## src/rtl/div_msb_iter_pkg.sv

```systemverilog
// -----------------------------------------------------------------------------
// div_msb_iter_pkg
// Shared definitions for the leading-one-assisted iterative divider.
//   div_state_t : controller states (IDLE, RUN, DONE)
//   DATA_W      : datapath width, fixed to match the 32-bit leading-one finder
//   CNT_W       : iteration counter width (holds 1..32)
// -----------------------------------------------------------------------------
package div_msb_iter_pkg;

    typedef enum logic [1:0] {
        IDLE = 2'd0,
        RUN  = 2'd1,
        DONE = 2'd2
    } div_state_t;

    localparam int unsigned DATA_W = 32;
    localparam int unsigned CNT_W  = 6;
    localparam int unsigned POS_W  = 5;

endpackage

```

## src/rtl/div_msb_iter_msb.sv

```systemverilog
// -----------------------------------------------------------------------------
// div_msb_iter_msb
// Combinational leading-one finder for a 32-bit operand.
//   value_i : operand
//   pos_o   : bit index of the most significant set bit (0 when value_i == 0)
// -----------------------------------------------------------------------------
module div_msb_iter_msb
    import div_msb_iter_pkg::*;
(
    input  logic [DATA_W-1:0] value_i,
    output logic [POS_W-1:0]  pos_o
);

    // Ascending scan: the last set bit seen wins, i.e. the highest one.
    always_comb begin
        pos_o = '0;
        for (int unsigned i = 0; i < DATA_W; i++) begin
            if (value_i[i]) begin
                pos_o = POS_W'(i);
            end
        end
    end

endmodule

```

## src/rtl/div_msb_iter.sv

```systemverilog
// -----------------------------------------------------------------------------
// div_msb_iter
// Unsigned 32-bit restoring radix-2 divider. The leading-one positions of both
// operands set the iteration count to msb(dividend) - msb(divisor) + 1, so
// leading-zero iterations are skipped. Divide-by-zero and dividend < divisor
// resolve in a single cycle.
//   clk             : rising-edge clock
//   rst_n           : asynchronous active-low reset
//   start           : request, accepted when start & ready
//   ready           : high in IDLE and DONE
//   dividend        : unsigned dividend, sampled on acceptance
//   divisor         : unsigned divisor, sampled on acceptance
//   done            : one-cycle pulse, results valid
//   quotient        : result, held from done until next acceptance
//   remainder       : result, held from done until next acceptance
//   divisor_is_zero : flag for the current result
// -----------------------------------------------------------------------------
module div_msb_iter
    import div_msb_iter_pkg::*;
(
    input  logic              clk,
    input  logic              rst_n,
    input  logic              start,
    output logic              ready,
    input  logic [DATA_W-1:0] dividend,
    input  logic [DATA_W-1:0] divisor,
    output logic              done,
    output logic [DATA_W-1:0] quotient,
    output logic [DATA_W-1:0] remainder,
    output logic              divisor_is_zero
);

    div_state_t        state_q, state_d;
    logic [CNT_W-1:0]  count_q, count_d;
    logic [DATA_W-1:0] rem_q, rem_d;
    logic [DATA_W-1:0] div_sh_q, div_sh_d;
    logic [DATA_W-1:0] quo_q, quo_d;
    logic              dz_q, dz_d;
    logic              ready_q, ready_d;
    logic              done_q, done_d;

    logic [POS_W-1:0]  msb_a, msb_b;
    logic [POS_W-1:0]  shift_amt;
    logic [DATA_W-1:0] diff;

    div_msb_iter_msb u_msb_a (
        .value_i (dividend),
        .pos_o   (msb_a)
    );

    div_msb_iter_msb u_msb_b (
        .value_i (divisor),
        .pos_o   (msb_b)
    );

    always_comb begin
        state_d   = state_q;
        count_d   = count_q;
        rem_d     = rem_q;
        div_sh_d  = div_sh_q;
        quo_d     = quo_q;
        dz_d      = dz_q;
        // Only consumed on the normal path, where dividend >= divisor > 0
        // guarantees msb_a >= msb_b.
        shift_amt = msb_a - msb_b;
        diff      = rem_q - div_sh_q;

        case (state_q)
            IDLE, DONE: begin
                state_d = IDLE;
                if (start) begin
                    if (divisor == '0) begin
                        quo_d   = '1;
                        rem_d   = dividend;
                        dz_d    = 1'b1;
                        state_d = DONE;
                    end else if (dividend < divisor) begin
                        quo_d   = '0;
                        rem_d   = dividend;
                        dz_d    = 1'b0;
                        state_d = DONE;
                    end else begin
                        quo_d    = '0;
                        rem_d    = dividend;
                        dz_d     = 1'b0;
                        div_sh_d = divisor << shift_amt;
                        count_d  = {1'b0, shift_amt} + CNT_W'(1);
                        state_d  = RUN;
                    end
                end
            end
            RUN: begin
                if (rem_q >= div_sh_q) begin
                    rem_d = diff;
                    quo_d = {quo_q[DATA_W-2:0], 1'b1};
                end else begin
                    quo_d = {quo_q[DATA_W-2:0], 1'b0};
                end
                div_sh_d = div_sh_q >> 1;
                count_d  = count_q - CNT_W'(1);
                if (count_q == CNT_W'(1)) begin
                    state_d = DONE;
                end
            end
            default: begin
                state_d = IDLE;
            end
        endcase

        ready_d = (state_d != RUN);
        done_d  = (state_d == DONE);
    end

    always_ff @(posedge clk or negedge rst_n) begin
        if (!rst_n) begin
            state_q  <= IDLE;
            count_q  <= '0;
            rem_q    <= '0;
            div_sh_q <= '0;
            quo_q    <= '0;
            dz_q     <= 1'b0;
            ready_q  <= 1'b1;
            done_q   <= 1'b0;
        end else begin
            state_q  <= state_d;
            count_q  <= count_d;
            rem_q    <= rem_d;
            div_sh_q <= div_sh_d;
            quo_q    <= quo_d;
            dz_q     <= dz_d;
            ready_q  <= ready_d;
            done_q   <= done_d;
        end
    end

    assign ready           = ready_q;
    assign done            = done_q;
    assign quotient        = quo_q;
    assign remainder       = rem_q;
    assign divisor_is_zero = dz_q;

endmodule
```

## config.mk

```make
export PLATFORM = sky130hd
export DESIGN_NAME = div_msb_iter
export DESIGN_NICKNAME = d
export VERILOG_FILES = /design/src/rtl/div_msb_iter_pkg.sv /design/src/rtl/div_msb_iter_msb.sv /design/src/rtl/div_msb_iter.sv
export SDC_FILE = /design/constraint.sdc
export NUM_CORES = 1
export LEC_CHECK = 0
export CAP_MARGIN = 25
export CORE_ASPECT_RATIO = 1.5
export CORE_MARGIN = 2
export CORE_UTILIZATION = 38
export DETAILED_ROUTE_END_ITERATION = 10
export PLACE_DENSITY = 0.64
export RECOVER_POWER = 25
export SLEW_MARGIN = 20
export SYNTH_ARGS = -nofsm -noshare
export SYNTH_HDL_FRONTEND = slang
export SYNTH_SLANG_ARGS = --single-unit
export TNS_END_PERCENT = 30
```

## constraint.sdc

```tcl
create_clock -name clk -period 8.75 [get_ports clk]
set_input_delay 1.75 -clock clk [delete_from_list [all_inputs] [get_ports clk]]
set_output_delay 1.75 -clock clk [all_outputs]
set_load 0.02 [all_outputs]
```

* Yosys cells after proc, flatten, opt, wreduce, memory -nomap -nowiden
Index checks and enable logic that the tools add are counted.
Cells by class: $add $sub $neg 4, multipliers 0, divide/modulo/power cells 0, magnitude comparators 2, equality and inequality tests 9, shift-type cells 1, mux-type cells 83, bitwise logic cells 0, reduce and logical (&&, ||, !) cells 8
Operator list (number):
- 2-to-1 mux 32 bit | 7
- case mux 32 bit (2 select lines) | 3
- 2-to-1 mux 5 bit | 32
- 2-to-1 mux 4 bit | 16
- greater-or-equal comparator 32 bit | 1
- zero test 32 bit | 1
- < comparator 32 bit | 1
- left shift 32 x 5 -> 32 bit | 1
- subtractor 32 bit | 1
- 2-to-1 mux 3 bit | 8
- 2-to-1 mux 6 bit | 3
- 2-to-1 mux 2 bit | 8
- case mux 6 bit (2 select lines) | 1
- inequality test 2 bit (second input constant) | 4
- adder 5 x 1 -> 6 bit (second input constant) | 1
- == test 6 x 1 -> 1 bit (second input constant) | 1
- subtractor 6 x 1 -> 6 bit (second input constant) | 1
- subtractor 5 bit | 1
- == test 2 bit (second input constant) | 2
- 2-to-1 mux 1 bit | 4
- case mux 2 bit (2 select lines) | 1
- AND reduction 2 bit | 2
- AND reduction 4 bit | 1
- AND reduction 3 bit | 1
- 5 further kinds | 5
Storage, ports and cells: register bits 107, bits in latches 0, RAM bits 0, ROM bits 0, bits of input ports 67, output and inout bits 67, word-level logic and storage cells 115, memories 0

* Depth between registers and ports, before layout
depth after elaboration 37, depth in mapped cells 22, mapped depth without buffers 21

* Modules after synthesis
From an unflattened synthesis, not the netlist that was laid out.
Unflattened totals: cells, all modules 1173, area total of the unflattened synthesis 9820.7 um2
Modules (own cells, without submodules):
- div_msb_iter | times used 1, cells an instance 1053, area an instance 9115.0 um2, sequential area each 2678.8 um2
- div_msb_iter_msb | times used 2, cells an instance 60, area an instance 352.8 um2, sequential area each 0.0 um2

* Worst setup path after synthesis
OpenSTA, ideal clock, no wires.
path kind input port to flip-flop, start in divisor[3], end reg div_sh_q[28], setup time 0.087 ns, arrival 5.207 ns, required time 8.663 ns, slack 3.457 ns, stages 18, path buffers 0, cells stage by stage nor2_1 > o311ai_0 > a311oi_1 > o311ai_0 > a311oi_1 > o311ai_0 > a311oi_1 > nor3_1 > nor3_1 > fa_1 > clkinv_1 > mux4_2 > nor2_1 > a21oi_1 > mux2_2 > o21ai_0 > nand2_1 > o211ai_1
Between the ends: longest elaborated chain between the ends 35, elaborated cells between the ends (all ways) 40, classes of those cells 1 x add/sub; 1 x order compare; 2 x eq/ne; 1 x shift; 33 x mux; 2 x reduce/logical
RTL lines:
- start, declared | line div_msb_iter.sv:26 | input logic [DATA_W-1:0] divisor,
- 2-to-1 mux 2 bit | line div_msb_iter_msb.sv:18 | if (value_i[i]) begin
- 2-to-1 mux 3 bit (4 in a row) | line div_msb_iter_msb.sv:18
- 2-to-1 mux 4 bit (8 in a row) | line div_msb_iter_msb.sv:18
- 2-to-1 mux 5 bit (16 in a row) | line div_msb_iter_msb.sv:18
- subtractor 5 bit | line div_msb_iter.sv:65 | shift_amt = msb_a - msb_b;
- left shift 32 x 5 -> 32 bit | line div_msb_iter.sv:86 | div_sh_d = divisor << shift_amt;
- 2-to-1 mux 32 bit | line div_msb_iter.sv:77 | end else if (dividend < divisor) begin
- 2-to-1 mux 32 bit | line div_msb_iter.sv:72 | if (divisor == '0) begin
- 2-to-1 mux 32 bit | line div_msb_iter.sv:71 | if (start) begin
- case mux 32 bit (2 select lines) | line div_msb_iter.sv:68 | case (state_q)
- end signal, assigned | line div_msb_iter.sv:128 | div_sh_q <= div_sh_d;
- end, declared | line div_msb_iter.sv:36 | logic [DATA_W-1:0] div_sh_q, div_sh_d;
Several ways; a longest one is shown, not always the timed one. The select of a mux whose other input is x is not followed. A chain may end at the register's enable or synchronous reset.

* Worst setup path in the final report
start in divisor[3], end reg div_sh_q[29]
Same word-level chain as after synthesis.

==> results.rst <==
.. list-table::
   :header-rows: 1

   * - Metric
     - Value
   * - Result of the run
     - finished with violations
   * - Violated checks
     - max-capacitance violations, max-slew violations
   * - Placer Congestion
     - about 0.92
   * - Final routed wirelength across all metal layers
     - 29500 um
   * - Hold worst-path end
     - divisor_is_zero
   * - Final Instance Area
     - about 0.011 sq mm
   * - Launch point of the critical path
     - divisor[3]
   * - Slew @ Worst Pin
     - roughly 3.2 ns
   * - Antenna fix cells
     - 0
   * - Critical path arrival
     - between 6 and 7 ns
   * - Tmin final
     - ~6.3 ns
   * - Die Width
     - ~130 um
   * - Number of standard cells after synthesis
     - approximately 1100
   * - Clock network power share
     - 0.118
   * - Gate family responsible for the most delay along the worst path
     - compound AO/OA/AOI/OAI gates
   * - Cts hold-fix bufs
     - 0
   * - Startpoint of the most critical hold path
     - divisor_is_zero
   * - Required time of the critical path
     - ~9 ns
   * - Congestion Overflow GR
     - 0
   * - Ordered list of cells on the worst path
     - clkdlybuf4s50_1, nor2_1, o311ai_0, a311oi_1, o311ai_0, a311oi_1, o311ai_0, a311oi_1, nor3_1, nor3_1, fa_1, buf_4, mux4_2, a21oi_1, mux2i_1, o21ai_0, o221ai_1
   * - Dominant register cell in the synthesized netlist
     - dfrtp_1
   * - Number of distinct library cells after synthesis
     - 74
   * - Int Power
     - between 1.5 and 2 mW
   * - Clk Latency, worst-skew pair
     - approximately 0.36 ns
   * - HPWL after DPL
     - approximately 23000 um
   * - Total negative setup slack
     - 0 ns
   * - Pwr per Cell Area
     - 339 mW/mm^2
   * - Post-CTS Setup Inserts
     - 0
   * - Initial antenna violation count
     - 0
   * - CTS sink cnt
     - approximately 110
   * - Buffers on Ports
     - ~130
   * - Fillers
     - 2428
   * - Register bit count reported by yosys
     - roughly 110
   * - Fraction of layout instances using a drive strength above 1
     - 0.0604
   * - Share of the synthesized area in the top cell type
     - 0.285
   * - Number of nets in the layout
     - 1376
   * - Number of global-route vias before repair
     - between 8000 and 9000
   * - Floorplan Core Area
     - around 0.024 sq mm
   * - Synth Warn #
     - 0
   * - Share of synthesized area occupied by flip-flops and latches
     - 0.288
   * - Proportion of power drawn by flip-flops and latches
     - 0.215
   * - Vertical die dimension
     - a little under 200 um
   * - Instance area after placement
     - 0.0109 sq mm
   * - Launch instance of the worst register-to-register path
     - remainder[11]
   * - Clock-pin slew on the worst setup and hold paths
     - about 0.080 ns
   * - Peak supply drop
     - around 0.13 mV
   * - Highest fanout seen on the critical path
     - 31
   * - Number of cell rows
     - 70
   * - Crit end category
     - flip-flop
   * - RSZ-0062 raised after global routing
     - no
   * - Average footprint of a synthesized cell
     - about 8.1 sq um
   * - Remaining max-slew budget at the tightest pin
     - -1.13
   * - Depth of the worst register-to-register path
     - 11
   * - Dominant cells by area after synthesis
     - dfrtp_1 29%, ha_1 9.4%, a21oi_1 5.5%
   * - Syn-to-layout area delta
     - 20.9%
   * - Fraction of registers with async set or reset after synthesis
     - 1.00
   * - Flop-to-flop setup slack
     - a little under 5 ns
   * - Placement Setup Slack
     - between 2 and 2.5 ns
   * - Highest Clock Rate
     - around 160 MHz
   * - Overall routing resource usage
     - 0.226
   * - Combinational fraction of design power
     - 0.666
   * - Total count of max-transition violations in the final report
     - between 100 and 150
   * - Root buffer cell
     - clkbuf_16
   * - Total design power
     - ~3.8 mW
   * - Initial DRT Pass Iterations
     - 5
   * - Footprint of the multi-input gates
     - 0.00608 sq mm
   * - Buffers and inverters on the worst path
     - 2
   * - Largest net degree at the start of global routing
     - 95
   * - Number of buffers created by CTS
     - 9
   * - Critical-path cell with the highest stage delay
     - mux4_2
   * - First-pass GRT wire length
     - 46700 um
   * - Clock skew
     - 0.00893 ns
   * - Mapped Nets
     - between 1000 and 1500
   * - Clock tree from TritonCTS
     - done
   * - Combined flip-flop and latch cell area
     - approximately 0.0027 sq mm
   * - RR Endpoint
     - remainder[29]
   * - Worst setup SP type
     - primary input
   * - Drt initial violations
     - 630
   * - Mapped cell area
     - 0.00930 sq mm
   * - Ports placed on the boundary
     - 134
   * - Maximum single-stage delay on the critical path
     - 0.59 ns
   * - Hold Path Stages
     - 1
   * - Via-per-instance ratio
     - around 6
   * - Share of the clock period used by the worst path
     - 0.720
   * - Leading cell types by count after synthesis
     - 128 x nand2_1, 106 x dfrtp_1, 102 x a21oi_1
   * - Final setup viols
     - 0
   * - H-tree depth reported by CTS
     - 3
   * - Initial cell density of the core
     - 0.383
   * - Number of antenna-violating nets in the routed design
     - 0
   * - Die Area
     - 0.0258 sq mm
   * - Number of enable flip-flop cells after synthesis
     - 0
   * - Deepest clock path buffer count
     - 2
   * - Post-route setup slack
     - approximately 2.5 ns
   * - Post-DR wirelength/cell
     - about 19 um
   * - Most numerous cell in the Yosys netlist
     - nand2_1
   * - Library cell occupying the most area in the post-synthesis netlist
     - dfrtp_1
   * - Final number of hold-violating endpoints
     - 0
   * - Net switching power of the design
     - 1.87 mW
   * - Max-cap violations
     - 2
   * - Path type of the worst setup path
     - in -> reg
   * - Static Leakage
     - 4.83 nW
   * - Total via count in the routed design
     - between 9000 and 10000
   * - Switching Fraction
     - 0.490
   * - Hold Crit Class
     - reg -> reg
   * - Post-cts repair resize count
     - 0
   * - Residual DRC count
     - 0
power groups by stage:
stage               clock (mW)  combinational [mW]  sequential, mW
floorplan                    0                1.74           0.902
global placement             0                2.48           0.829
detailed placement           0                2.52           0.831
CTS                      0.458                2.53           0.822
global route             0.475                2.81           0.845
finish                   0.450                2.54           0.821
layout by cell type, fill, tap and decap left out, types with 10 or more instances in the layout:
cell type        count
ha_1                69
o21ai_0             60
mux2i_1             32
a31oi_1             23
clkdlybuf4s50_1    132
nor3_1              19
inv_1               82
dfrtp_1            106
or3_1               10
a21oi_1            102
o221ai_1            15
o211ai_1            37
buf_4               12
a21o_1              23
xnor2_1             19
nand3_1             39
nand2_1            128
a221o_1             33
nand4_1             12
nor2_1              89
a211oi_1            20
registers in the layout, indices dropped and copies added (netlist names):
signal           cells
remainder           32
state_q              2
div_sh_q            32
divisor_is_zero      1
count_q              6
done                 1
quotient            32
ready                1
area by class of cell:
type	count	share of cell area
clock buffers	9	0.0200
clock inverters	7	0.00890
inverters	83	0.0277
multi-input cells	888	0.541
flip-flops and latches	107	0.238
well taps	324	0.0360
repair buffers	148	0.128
per-stage QoR:
stage           util  hold slack [ns]  cells
5_1_grt        0.464            0.509   1566
3_5_place_dp   0.450            0.476   1549
2_1_floorplan      -            0.474   1144
6_report       0.464            0.489   1566
3_3_place_gp   0.449            0.461   1548
4_1_cts        0.464            0.494   1565
worst register-to-register path: cells and delay by family (launching register included):
kind | cells | cell delay (ns)
flip-flops | 1 | 0.44
buffers and inverters | 1 | 0.45
AND/OR/NAND/NOR | 4 | 1.02
AO/OA/AOI/OAI | 5 | 1.30
adder cells (fa/ha/maj) | 1 | 0.52
routing by layer:
metal,up-vias,global-route usage,share of wire,wire [um]
li1,4413,-,-,-
met1,4417,0.275,0.41,12000
met2,270,0.406,0.51,15200
met3,52,0.0213,0.042,1230
met4,0,0.0966,0.038,1120
met5,-,0,0,0
cell families (layout without fill, tap and decap cells):
kind of cell,Yosys count,in the layout,share of synthesized area
and+or+nand+nor,363,363,0.187
xor gates and xnor gates,32,32,0.0317
muxes,45,45,0.0574
DFF,107,107,0.288
buffers and inverters,149,247,0.0644
AOI/OAI and AO/OA,376,376,0.273
adders and majority gates,72,72,0.0984
worst max path at each step:
| stage | end | cells after the start |
|---|---|---|
| finish | div_sh_q[29] | 17 |
| global route | remainder[31] | 2 |
| detailed placement | div_sh_q[29] | 17 |
| floorplan | div_sh_q[28] | 18 |
| global placement | div_sh_q[5] | 17 |
| CTS | div_sh_q[29] | 17 |
(Power assumes the default switching activity.)
